`config.mk`:
```
export PLATFORM = sky130hd
export DESIGN_NAME = jtframe_lfbuf_arb
export DESIGN_NICKNAME = d
export VERILOG_FILES = /design/src/rtl/jtframe_lfbuf_pkg.sv /design/src/rtl/jtframe_lfbuf_linetime.sv /design/src/rtl/jtframe_lfbuf_arb.sv
export SDC_FILE = /design/constraint.sdc
export NUM_CORES = 1
export LEC_CHECK = 0
export ABC_AREA = 1
export CAP_MARGIN = 20
export CORE_ASPECT_RATIO = 1.5
export CORE_UTILIZATION = 45
export DETAILED_ROUTE_END_ITERATION = 7
export GPL_ROUTABILITY_DRIVEN = 0
export GPL_TIMING_DRIVEN = 0
export PLACE_DENSITY = 0.8
export RECOVER_POWER = 50
export SLEW_MARGIN = 30
export SYNTH_ARGS = -nofsm -noshare
export SYNTH_HDL_FRONTEND = slang
export SYNTH_SLANG_ARGS = --single-unit
```
`constraint.sdc`:
```
create_clock -name clk -period 4.8 [get_ports clk]
set_input_delay 0.96 -clock clk [delete_from_list [all_inputs] [get_ports clk]]
set_output_delay 0.96 -clock clk [all_outputs]
set_load 0.05 [all_outputs]
```
`src/rtl/jtframe_lfbuf_pkg.sv`:
```
// Shared types and constants for the line frame buffer PSRAM path.
package jtframe_lfbuf_pkg;

    localparam int unsigned AW = 22;

    typedef enum logic [1:0] {
        IDLE  = 2'd0,
        V_RUN = 2'd1,
        A_RUN = 2'd2
    } arb_st_t;

    localparam logic [1:0] OWN_IDLE = 2'd0;
    localparam logic [1:0] OWN_V    = 2'd1;
    localparam logic [1:0] OWN_A    = 2'd2;

endpackage

```
`src/rtl/jtframe_lfbuf_linetime.sv`:
```
// Line timing: lhbl falling-edge strobe, horizontal position and measured line period.
module jtframe_lfbuf_linetime (
    input  logic        rst,
    input  logic        clk,
    input  logic        lhbl,
    output logic        lfall_c,
    output logic [15:0] hpos,
    output logic [15:0] lp,
    output logic        lp_ok
);

    logic lhbl_l;
    logic seen;

    assign lfall_c = lhbl_l & ~lhbl;

    // Position counter restarts at each blanking start; the period is valid once a full line was seen
    always_ff @(posedge clk, posedge rst) begin
        if (rst) begin
            lhbl_l <= 1'b0;
            seen   <= 1'b0;
            hpos   <= 16'd0;
            lp     <= 16'd0;
            lp_ok  <= 1'b0;
        end else begin
            lhbl_l <= lhbl;
            if (lfall_c) begin
                hpos <= 16'd0;
                lp   <= hpos;
                seen <= 1'b1;
                if (seen) lp_ok <= 1'b1;
            end else if (hpos != 16'hFFFF) begin
                hpos <= hpos + 16'd1;
            end
        end
    end

endmodule

```
`src/rtl/jtframe_lfbuf_arb.sv`:
```
// Arbitrates the PSRAM burst engine between the video line path and the aux port.
module jtframe_lfbuf_arb
    import jtframe_lfbuf_pkg::*;
#(
    parameter int unsigned LW     = 10,
    parameter int unsigned OVH    = 12,
    parameter int unsigned MARGIN = 16,
    parameter int unsigned STARVE = 4,
    parameter int unsigned TOUT   = 4095
)(
    input  logic          rst,
    input  logic          clk,
    input  logic          lhbl,
    input  logic          v_req,
    input  logic          v_we,
    input  logic [AW-1:0] v_addr,
    input  logic [LW-1:0] v_len,
    output logic          v_gnt,
    output logic          v_done,
    input  logic          a_req,
    input  logic          a_we,
    input  logic [AW-1:0] a_addr,
    input  logic [LW-1:0] a_len,
    output logic          a_gnt,
    output logic          a_done,
    output logic          eng_start,
    output logic          eng_we,
    output logic [AW-1:0] eng_addr,
    output logic [LW-1:0] eng_len,
    input  logic          eng_done,
    output logic [1:0]    owner,
    output logic          a_starve,
    output logic          err_tout
);

    localparam int unsigned TW = 12;
    localparam int unsigned SW = $clog2(STARVE + 1);

    arb_st_t       st;
    logic [TW-1:0] wdog;
    logic [SW-1:0] starve_cnt;
    logic          lfall_c;
    logic [15:0]   hpos;
    logic [15:0]   lp;
    logic          lp_ok;
    logic [16:0]   cost_c;
    logic          fits_c;

    jtframe_lfbuf_linetime u_linetime (
        .rst     ( rst     ),
        .clk     ( clk     ),
        .lhbl    ( lhbl    ),
        .lfall_c ( lfall_c ),
        .hpos    ( hpos    ),
        .lp      ( lp      ),
        .lp_ok   ( lp_ok   )
    );

    // An aux burst is allowed only if it ends, with margin, before the next blanking start
    assign cost_c = 17'(a_len) + 17'(OVH);
    assign fits_c = lp_ok && ((18'(hpos) + 18'(cost_c) + 18'(MARGIN)) < 18'(lp));

    assign a_starve = (starve_cnt == SW'(STARVE));

    assign owner = (st == V_RUN) ? OWN_V :
                   (st == A_RUN) ? OWN_A : OWN_IDLE;

    // Count lines on which a pending aux request was refused
    always_ff @(posedge clk, posedge rst) begin
        if (rst) begin
            starve_cnt <= '0;
        end else if (a_gnt) begin
            starve_cnt <= '0;
        end else if (lfall_c) begin
            if (!a_req)
                starve_cnt <= '0;
            else if (st != A_RUN && !a_starve)
                starve_cnt <= starve_cnt + SW'(1);
        end
    end

    // Grant/complete state machine with engine watchdog
    always_ff @(posedge clk, posedge rst) begin
        if (rst) begin
            st        <= IDLE;
            wdog      <= '0;
            v_gnt     <= 1'b0;
            v_done    <= 1'b0;
            a_gnt     <= 1'b0;
            a_done    <= 1'b0;
            eng_start <= 1'b0;
            eng_we    <= 1'b0;
            eng_addr  <= '0;
            eng_len   <= '0;
            err_tout  <= 1'b0;
        end else begin
            v_gnt     <= 1'b0;
            v_done    <= 1'b0;
            a_gnt     <= 1'b0;
            a_done    <= 1'b0;
            eng_start <= 1'b0;
            case (st)
                IDLE: begin
                    wdog <= '0;
                    if (v_req) begin
                        eng_we    <= v_we;
                        eng_addr  <= v_addr;
                        eng_len   <= v_len;
                        eng_start <= 1'b1;
                        v_gnt     <= 1'b1;
                        st        <= V_RUN;
                    end else if (a_req && (fits_c || a_starve)) begin
                        eng_we    <= a_we;
                        eng_addr  <= a_addr;
                        eng_len   <= a_len;
                        eng_start <= 1'b1;
                        a_gnt     <= 1'b1;
                        st        <= A_RUN;
                    end
                end
                V_RUN, A_RUN: begin
                    if (eng_done || wdog == TW'(TOUT)) begin
                        if (!eng_done) err_tout <= 1'b1;
                        v_done <= (st == V_RUN);
                        a_done <= (st == A_RUN);
                        wdog   <= '0;
                        st     <= IDLE;
                    end else begin
                        wdog <= wdog + TW'(1);
                    end
                end
                default: st <= IDLE;
            endcase
        end
    end

endmodule
```
==> impl_metrics.prom, run 1 <==
# TYPE chip_impl_metric gauge
chip_impl_metric{name="dp_worst_setup_slack",unit="ns"} -0.506
chip_impl_metric{name="grt_max_degree",unit=""} 72
chip_impl_metric{name="start_util",unit="%"} 46.6
chip_impl_info{name="hold_start",value="u_linetime.seen$_DFFE_PP0P_"} 1
chip_impl_metric{name="max-vdd-ir-drop",unit="V"} 0.000274
chip_impl_metric{name="cellPowerDensity",unit="nW/um^2"} 523
chip_impl_metric{name="post_route_fraction_of_the_period_consumed_by_the_critical_path",unit="%"} 96.3
chip_impl_metric{name="synth_fp_nets",unit=""} 721
chip_impl_metric{name="number_of_filler_cells_placed_in_the_layout",unit=""} 930
chip_impl_metric{name="grt_pass1_wl",unit="mm"} 21.6
chip_impl_metric{name="synthDistinctLibCells",unit=""} 44
chip_impl_metric{name="synth_warnings",unit=""} 0
chip_impl_metric{name="power",unit="mW"} 3.78
chip_impl_metric{name="cts_num_sinks",unit=""} 91
chip_impl_metric{name="core_region_area",unit="sq um"} 11700
chip_impl_metric{name="drv.max_cap_violation_count",unit=""} 1
chip_impl_metric{name="post-route-drc-count",unit=""} 0
chip_impl_info{name="timing.rr.end",value="eng_len[1]$_DFFE_PP0P_"} 1
chip_impl_metric{name="slew_headroom",unit="%"} -18.8
chip_impl_info{name="path_class",value="in -> reg"} 1
chip_impl_metric{name="hpwl_detailed",unit="mm"} 10.2
chip_impl_metric{name="tritonroute_pass_1_iters",unit=""} 6
chip_impl_info{name="failed_checks",value="capacitance limit, slew limit"} 1
chip_impl_metric{name="r2r_cells",unit=""} 26
chip_impl_metric{name="route.antenna.remaining_nets",unit=""} 0
chip_impl_metric{name="num_cts_buffers",unit=""} 9
chip_impl_metric{name="timing.setup.tns",unit="ns"} 0
chip_impl_info{name="status",value="finished, violations left"} 1
chip_impl_info{name="cts_tree",value="yes"} 1
chip_impl_metric{name="synthCells",unit=""} 605
chip_impl_metric{name="detail_route.vias_per_cell",unit=""} 5.16
chip_impl_info{name="cts_root_buffer",value="sky130_fd_sc_hd__clkbuf_16"} 1
chip_impl_metric{name="peak_clock_frequency_supported_by_timing",unit="GHz"} 0.216
chip_impl_metric{name="std_cell_rows",unit=""} 48
chip_impl_metric{name="globalRouteTotalUtil",unit="%"} 22.0
chip_impl_metric{name="clock_skew",unit="ns"} 0.00762
chip_impl_info{name="synth_area_leader_cell",value="sky130_fd_sc_hd__dfrtp_1"} 1
chip_impl_metric{name="wire_length_per_cell",unit="microns"} 15.3
chip_impl_info{name="critical_path_end_type",value="flop"} 1
chip_impl_metric{name="final_cell_count_no_fill",unit=""} 889
chip_impl_metric{name="io_buffer_count",unit=""} 112
chip_impl_info{name="whs_endpoint",value="u_linetime.seen$_DFFE_PP0P_"} 1
chip_impl_metric{name="async_reset_ff_share",unit="%"} 100
chip_impl_metric{name="min_delay_path_depth",unit=""} 2
chip_impl_info{name="yosys.cell_count.top_type",value="sky130_fd_sc_hd__nand2_1"} 1
chip_impl_metric{name="diode_insertion_count_for_antenna_repair",unit=""} 0
chip_impl_metric{name="gr-total-overflow",unit=""} 0
chip_impl_metric{name="fp.dieArea",unit="sq um"} 12500
chip_impl_metric{name="yosysSeqAreaShare",unit="%"} 42.0
chip_impl_metric{name="postSynthAreaPerCell",unit="sq um"} 8.97
chip_impl_metric{name="path_max_fanout",unit=""} 10
chip_impl_metric{name="worst-r2r-setup-slack",unit="ns"} 0.67
chip_impl_metric{name="synth.top_cell.area_share",unit="%"} 42.0
chip_impl_metric{name="placedCellCount",unit=""} 868
chip_impl_metric{name="timing_max_transition_violations_final",unit=""} 72
chip_impl_metric{name="fin_crit",unit="ns"} 4.62
chip_impl_metric{name="power.static_leakage",unit="nW"} 3.47
chip_impl_metric{name="synth-seq-cells",unit=""} 91
chip_impl_info{name="setup.worst_path.start_class",value="primary input"} 1
chip_impl_metric{name="htree_levels",unit=""} 3
chip_impl_info{name="most_common_flop_cell_mapped_by_yosys",value="sky130_fd_sc_hd__dfrtp_1"} 1
chip_impl_info{name="top_signal_layer_used",value="met4"} 1
chip_impl_metric{name="io-pin-count",unit=""} 114
chip_impl_metric{name="synth_edf_count",unit=""} 0
chip_impl_metric{name="max_slew.worst_pin.slew",unit="ns"} 1.78
chip_impl_metric{name="postLayoutSetupSlackWorst",unit="ns"} 0.175
chip_impl_metric{name="first_global_vias",unit=""} 4684
chip_impl_metric{name="drt_first_iter_violations",unit=""} 238
chip_impl_metric{name="met1_length",unit="mm"} 5.15
chip_impl_metric{name="synthToLayoutAreaGrowth",unit="%"} 33.2
chip_impl_metric{name="die_w",unit="microns"} 91.7
chip_impl_info{name="hp-class",value="reg -> reg"} 1
chip_impl_metric{name="setup-violations-final",unit=""} 0
chip_impl_metric{name="post_route_cells_drive_above_1_share",unit="%"} 16.0
chip_impl_metric{name="fp.dieH",unit="microns"} 136
chip_impl_info{name="post_synth_most_frequent_cells",value="118 x sky130_fd_sc_hd__nand2_1, 91 x sky130_fd_sc_hd__dfrtp_1, 80 x sky130_fd_sc_hd__inv_1"} 1
chip_impl_metric{name="route.final.wire_length",unit="mm"} 13.6
chip_impl_metric{name="routed-wl-met3",unit="microns"} 430
chip_impl_metric{name="synthesis.area",unit="sq um"} 5430
chip_impl_metric{name="clk_transition_reported_paths",unit="ns"} 0.07
chip_impl_metric{name="cp.arrival",unit="ns"} 4.85
chip_impl_info{name="r2r_path_start",value="u_linetime.hpos[1]$_DFFE_PP0P_"} 1
chip_impl_metric{name="met2_wirelength",unit="mm"} 7.59
chip_impl_metric{name="critPathRequiredTime",unit="ns"} 5.03
chip_impl_metric{name="detailroute.via_count",unit=""} 4591
chip_impl_metric{name="cts.path.max_buffers",unit=""} 2
chip_impl_metric{name="layout.core_utilization",unit="%"} 62.0
chip_impl_metric{name="hold_viol",unit=""} 0
chip_impl_metric{name="clock_insertion_delay_worst_skew",unit="ns"} 0.35
chip_impl_info{name="yosys-top-cells-area",value="sky130_fd_sc_hd__dfrtp_1 42%, sky130_fd_sc_hd__ha_1 9.9%, sky130_fd_sc_hd__nand2_1 8.2%"} 1
chip_impl_metric{name="layout.nets",unit=""} 850
chip_impl_metric{name="antenna_violations_before_repair",unit=""} 0
==> worst max-delay path: stages <==
cell and delay [ns]:
sky130_fd_sc_hd__clkdlybuf4s50_1 0.48, sky130_fd_sc_hd__inv_2 0.07, sky130_fd_sc_hd__ha_4 0.27, sky130_fd_sc_hd__inv_1 0.06, sky130_fd_sc_hd__ha_4 0.25, sky130_fd_sc_hd__a21oi_4 0.17, sky130_fd_sc_hd__nand2_2 0.11, sky130_fd_sc_hd__a31oi_4 0.21
sky130_fd_sc_hd__o21ai_2 0.10, sky130_fd_sc_hd__nand2_1 0.08, sky130_fd_sc_hd__nand2_2 0.06, sky130_fd_sc_hd__a21oi_4 0.19, sky130_fd_sc_hd__xor2_2 0.16, sky130_fd_sc_hd__ha_1 0.27, sky130_fd_sc_hd__a21oi_2 0.14, sky130_fd_sc_hd__nor3_1 0.05
sky130_fd_sc_hd__nor3_1 0.20, sky130_fd_sc_hd__nand2_1 0.13, sky130_fd_sc_hd__nand2_1 0.10, sky130_fd_sc_hd__nand3_2 0.07, sky130_fd_sc_hd__nand2_2 0.08, sky130_fd_sc_hd__nand2_2 0.07, sky130_fd_sc_hd__nand2_2 0.09, sky130_fd_sc_hd__nand2_4 0.08
sky130_fd_sc_hd__buf_12 0.15, sky130_fd_sc_hd__buf_12 0.14, sky130_fd_sc_hd__nand2_1 0.07, sky130_fd_sc_hd__o21ai_2 0.06
==> worst max-delay path by stage <==
stage | to | start | depth (start not counted) | slack (ns)
2_1_floorplan | eng_len[2]$_DFFE_PP0P_ | a_len[1] | 28 | 0.50
3_3_place_gp | eng_len[2]$_DFFE_PP0P_ | a_len[1] | 29 | -0.47
3_5_place_dp | eng_addr[0]$_DFFE_PP0P_ | a_len[1] | 29 | -0.51
4_1_cts | eng_addr[0]$_DFFE_PP0P_ | a_len[1] | 27 | 0.04
5_1_grt | eng_len[3]$_DFFE_PP0P_ | a_len[4] | 28 | -0.11
6_report | eng_len[1]$_DFFE_PP0P_ | a_len[4] | 28 | 0.18
==> kinds of logic (layout without fill, tap and decap cells) <==
| group | count (synthesis) | count (layout) | synth area share (%) |
|---|---|---|---|
| compound gates | 114 | 114 | 13.4 |
| mux | 30 | 30 | 5.54 |
| buf+inv | 98 | 232 | 8.23 |
| simple gates | 215 | 215 | 18.5 |
| xor+xnor | 13 | 13 | 2.10 |
| fa+ha+maj | 44 | 44 | 10.3 |
| flops | 91 | 91 | 42.0 |
==> flip-flops by register name (all words and copies together), names as in the netlist, 2 cells and up <==
register and flops:
u_linetime.lp 16, eng_len 10, wdog 12, u_linetime.hpos 16, eng_addr 22, st 2
starve_cnt 3
==> per-stage QoR <==
step / instance area [sq um] / hold WS [ns]
finish: 7230 / 0.462
global route: 7230 / 0.493
CTS: 7120 / 0.464
detailed placement: 6770 / 0.449
global placement: 6730 / 0.435
floorplan: 5430 / 0.420
==> routing by layer <==
metal	vias to the layer above	track usage [%]
met3	28	4.14
met2	102	41.9
li1	2240	-
met5	-	0
met1	2221	23.3
met4	0	9.61
==> timing repair <==
item,in CTS,in global routing
hold buffers,0,0
setup buffers,0,5
pin swaps,1,15
gates resized for setup,5,22
endpoints found under the setup margin,34,36
==> power breakdown <==
group	internal (mW)	leakage (nW)	total (mW)	switching, mW
Clock	0.477	0.161	0.796	0.319
Sequential	0.959	1.18	1.09	0.128
Combinational	0.700	2.13	1.90	1.20
==> area by class of cell <==
| type | count | area, sq um | share of cell area [%] |
|---|---|---|---|
| Timing Repair Buffer | 118 | 1170 | 16.2 |
| Clock buffer | 10 | 239 | 3.31 |
| Multi-Input combinational cell | 416 | 2810 | 38.9 |
| Clock inverter | 6 | 96.3 | 1.33 |
| Inverter | 82 | 309 | 4.28 |
| Buffer | 16 | 139 | 1.92 |
| Tap cell | 150 | 188 | 2.60 |
| Sequential cell | 91 | 2280 | 31.5 |
==> layout by cell type (no fill, tap or decap), types with 22 or more instances in the layout <==
cell	synthesis	layout
sky130_fd_sc_hd__inv_1	80	75
sky130_fd_sc_hd__a21oi_1	25	22
sky130_fd_sc_hd__nand2_2	23	26
sky130_fd_sc_hd__o21ai_0	41	40
sky130_fd_sc_hd__nor2_1	29	30
sky130_fd_sc_hd__ha_1	43	39
sky130_fd_sc_hd__dfrtp_1	91	91
sky130_fd_sc_hd__nand2_1	118	115
sky130_fd_sc_hd__o21ai_2	30	31
sky130_fd_sc_hd__clkdlybuf4s50_1	0	107
sky130_fd_sc_hd__mux2i_1	30	30
(Power assumes the default switching activity.)
==> inputs of run 2 (changes only) <==
CORE_MARGIN = 2   (was not set)
GPL_TIMING_DRIVEN = 1   (was 0)
==> run 2 against run 1 <==
Net effect:
- the flow still finishes with violations (capacitance limit, slew limit)
- clock power down 15%
- critical endpoint is now eng_addr[2]$_DFFE_PP0P_
- largest cell class unchanged
- via count shrank 0.61%
- total power shrank 2.4%
- non-clock buffer count decreased by 2
- design area fell by 0.85%
- fmax rose by 2.6%
==> impl_metrics.prom, run 2 (same netlist as run 1, synthesis figures left out) <==
# TYPE chip_impl_metric gauge
chip_impl_info{name="status",value="finished, violations left"} 1
chip_impl_info{name="failed_checks",value="capacitance limit, slew limit"} 1
chip_impl_metric{name="power.static_leakage",unit="nW"} 3.46
chip_impl_info{name="cts_tree",value="yes"} 1
chip_impl_info{name="rsz0062_at_grt",value="no"} 1
chip_impl_metric{name="final_cell_area",unit="sq um"} 7170
chip_impl_metric{name="route.antenna.remaining_nets",unit=""} 0
chip_impl_metric{name="cts.path.max_buffers",unit=""} 2
chip_impl_metric{name="route.final.wire_length",unit="mm"} 13.2
chip_impl_info{name="path_class",value="in -> reg"} 1
chip_impl_metric{name="grt_pass1_wl",unit="mm"} 20.5
chip_impl_info{name="most_frequent_standard_cell_in_the_layout_excluding_fill_and_tap_cells",value="sky130_fd_sc_hd__nand2_1"} 1
chip_impl_metric{name="std_cell_rows",unit=""} 49
chip_impl_metric{name="cellPowerDensity",unit="nW/um^2"} 515
chip_impl_metric{name="core_region_area",unit="sq um"} 11900
chip_impl_metric{name="max-vdd-ir-drop",unit="V"} 0.000233
chip_impl_metric{name="first_global_vias",unit=""} 4630
chip_impl_info{name="largest-register",value="eng_addr"} 1
chip_impl_metric{name="detail_route.vias_per_cell",unit=""} 5.13
chip_impl_metric{name="io-pin-count",unit=""} 114
chip_impl_metric{name="clock_skew",unit="ns"} 0.00730
chip_impl_metric{name="diode_insertion_count_for_antenna_repair",unit=""} 0
chip_impl_metric{name="tritonroute_pass_1_iters",unit=""} 4
chip_impl_metric{name="globalRouteTotalUtil",unit="%"} 19.4
chip_impl_metric{name="start_util",unit="%"} 45.6
chip_impl_metric{name="placed_area",unit="sq um"} 6730
chip_impl_metric{name="drv.max_cap_violation_count",unit=""} 3
chip_impl_metric{name="wire_length_per_cell",unit="microns"} 14.9
chip_impl_info{name="setup.worst_path.start_class",value="primary input"} 1
chip_impl_metric{name="die_w",unit="microns"} 93.7
chip_impl_metric{name="peak_clock_frequency_supported_by_timing",unit="GHz"} 0.222
chip_impl_metric{name="max_slew.worst_pin.slew",unit="ns"} 2.69
chip_impl_metric{name="power",unit="mW"} 3.69
chip_impl_metric{name="clk_transition_reported_paths",unit="ns"} 0.07
chip_impl_metric{name="htree_levels",unit=""} 3
chip_impl_metric{name="path_max_fanout",unit=""} 16
chip_impl_metric{name="slew_headroom",unit="%"} -80.0
chip_impl_metric{name="critPathRequiredTime",unit="ns"} 5.03
chip_impl_metric{name="post-route-drc-count",unit=""} 0
chip_impl_metric{name="post_route_cells_drive_above_1_share",unit="%"} 15.2
chip_impl_metric{name="synthToLayoutAreaGrowth",unit="%"} 32.1
chip_impl_metric{name="r2r_cells",unit=""} 26
chip_impl_metric{name="routed-wl-met3",unit="microns"} 472
chip_impl_metric{name="hold_viol",unit=""} 0
chip_impl_metric{name="met2_wirelength",unit="mm"} 7.18
chip_impl_metric{name="fin_crit",unit="ns"} 4.51
chip_impl_metric{name="worst_hold_slack",unit="ns"} 0.454
chip_impl_info{name="mostFrequentLayoutCells",value="117 x sky130_fd_sc_hd__nand2_1, 109 x sky130_fd_sc_hd__clkdlybuf4s50_1, 91 x sky130_fd_sc_hd__dfrtp_1"} 1
chip_impl_metric{name="met1_length",unit="mm"} 5.09
chip_impl_metric{name="timing_max_transition_violations_final",unit=""} 133
chip_impl_metric{name="detailroute.via_count",unit=""} 4563
chip_impl_metric{name="num_cts_buffers",unit=""} 9
chip_impl_metric{name="min_delay_path_depth",unit=""} 2
chip_impl_info{name="hp-class",value="reg -> reg"} 1
chip_impl_info{name="cts_root_buffer",value="sky130_fd_sc_hd__clkbuf_16"} 1
chip_impl_metric{name="final_cell_count_no_fill",unit=""} 890
chip_impl_metric{name="cts_num_sinks",unit=""} 91
chip_impl_metric{name="fp.dieH",unit="microns"} 138
chip_impl_metric{name="cp.arrival",unit="ns"} 4.74
chip_impl_metric{name="flip_flop_count_of_the_largest_register_after_layout",unit=""} 22
chip_impl_metric{name="hpwl_detailed",unit="mm"} 9.56
chip_impl_metric{name="post_route_fraction_of_the_period_consumed_by_the_critical_path",unit="%"} 93.9
chip_impl_metric{name="io_buffer_count",unit=""} 113
chip_impl_info{name="top_signal_layer_used",value="met4"} 1
chip_impl_metric{name="fp.dieArea",unit="sq um"} 13000
chip_impl_info{name="critical_path_end_type",value="flop"} 1
chip_impl_info{name="registers_with_the_most_flip_flops",value="eng_addr x22, u_linetime.hpos x16, u_linetime.lp x16"} 1
chip_impl_metric{name="number_of_filler_cells_placed_in_the_layout",unit=""} 1005
chip_impl_metric{name="gr-total-overflow",unit=""} 0
chip_impl_metric{name="clock_insertion_delay_worst_skew",unit="ns"} 0.35
chip_impl_metric{name="drt_first_iter_violations",unit=""} 191
chip_impl_metric{name="placedCellCount",unit=""} 868
chip_impl_metric{name="layout.nets",unit=""} 848
chip_impl_metric{name="antenna_violations_before_repair",unit=""} 0
chip_impl_metric{name="grt_max_degree",unit=""} 62
chip_impl_metric{name="setup-violations-final",unit=""} 0
run 2: cell count changes in the layout (fill, tap and decap cells not counted), moves of 3 or more:
| cell | before | now |
|---|---|---|
| sky130_fd_sc_hd__clkbuf_1 | 8 | 2 |
| sky130_fd_sc_hd__buf_4 | 5 | 10 |
| sky130_fd_sc_hd__clkbuf_16 | 9 | 13 |
| sky130_fd_sc_hd__ha_4 | 4 | 0 |
| sky130_fd_sc_hd__ha_1 | 39 | 42 |
| sky130_fd_sc_hd__inv_1 | 75 | 78 |
| sky130_fd_sc_hd__inv_2 | 6 | 3 |
| sky130_fd_sc_hd__nand2_2 | 26 | 23 |
run 2: area by class of cell:
class	instances	area, sq um	area share, %
clock buffers	9	225	3.14
clock inverters	7	57.6	0.803
inverters	82	309	4.31
multi-input cells	416	2750	38.3
flip-flops and latches	91	2280	31.8
well taps	153	191	2.67
repair buffers	132	1360	19.0
run 2: what timing repair did:
| action | CTS | global route |
|---|---|---|
| hold endpoints to repair | 0 | 0 |
| hold buffers | 0 | 0 |
| setup endpoints to repair | 0 | 37 |
| setup buffers | 0 | 1 |
| resized for setup | 0 | 12 |
run 2: routing by layer:
| layer | GRT usage, % | vias to the layer above |
|---|---|---|
| met2 | 36.2 | 117 |
| met1 | 21.4 | 2180 |
| met5 | 0 | - |
| met4 | 8.54 | 0 |
| met3 | 2.67 | 31 |
| li1 | - | 2235 |
run 2: path summary, 6_finish.rpt:
path	from	to	slack (ns)
min reg2reg	u_linetime.seen$_DFFE_PP0P_	u_linetime.seen$_DFFE_PP0P_	0.45
max in group asynchronous	rst	eng_len[9]$_DFFE_PP0P_	1.31
min	u_linetime.seen$_DFFE_PP0P_	u_linetime.seen$_DFFE_PP0P_	0.45
max	a_len[1]	eng_addr[2]$_DFFE_PP0P_	0.29
max reg2reg	u_linetime.hpos[1]$_DFFE_PP0P_	eng_addr[2]$_DFFE_PP0P_	0.92
min in group asynchronous	rst	a_done$_DFF_PP0_	1.81
run 2: stage by stage:
| stage | setup slack [ns] | TNS, ns | util (%) |
|---|---|---|---|
| after floorplan | 0.502 | 0 | - |
| after global placement | -0.103 | -3.09 | 56.6 |
| after detailed placement | -0.213 | -6.36 | 56.6 |
| after CTS | 0.135 | 0 | 59.0 |
| after global routing | 0.0112 | 0 | 60.3 |
| final | 0.293 | 0 | 60.3 |
run 2: worst max-delay path, cell delays in order:
cell,delay (ns)
sky130_fd_sc_hd__clkdlybuf4s50_1,0.43
sky130_fd_sc_hd__ha_1,0.31
sky130_fd_sc_hd__ha_2,0.20
sky130_fd_sc_hd__fa_2,0.34
sky130_fd_sc_hd__nand3_1,0.11
sky130_fd_sc_hd__nand2_2,0.09
sky130_fd_sc_hd__a31oi_4,0.18
sky130_fd_sc_hd__o21ai_1,0.10
sky130_fd_sc_hd__nand2_1,0.06
sky130_fd_sc_hd__nand2_1,0.07
sky130_fd_sc_hd__a21oi_2,0.21
sky130_fd_sc_hd__inv_2,0.07
sky130_fd_sc_hd__nand3_1,0.07
sky130_fd_sc_hd__nand2_1,0.07
sky130_fd_sc_hd__ha_1,0.30
sky130_fd_sc_hd__inv_1,0.07
sky130_fd_sc_hd__nor3_1,0.20
sky130_fd_sc_hd__nand2_1,0.09
sky130_fd_sc_hd__nand2_1,0.06
sky130_fd_sc_hd__nand2_1,0.04
sky130_fd_sc_hd__nand3_1,0.06
sky130_fd_sc_hd__nand2_1,0.06
sky130_fd_sc_hd__nand2_2,0.09
sky130_fd_sc_hd__nand2_4,0.07
sky130_fd_sc_hd__nand2_8,0.15
sky130_fd_sc_hd__clkbuf_16,0.21
sky130_fd_sc_hd__o21ai_1,0.07
run 2: power by group:
part / leakage (nW) / internal, mW / switching [mW]
clock network: 0.134 / 0.358 / 0.318
logic: 2.14 / 0.733 / 1.19
registers: 1.18 / 0.959 / 0.131
total: 3.46 / 2.05 / 1.64
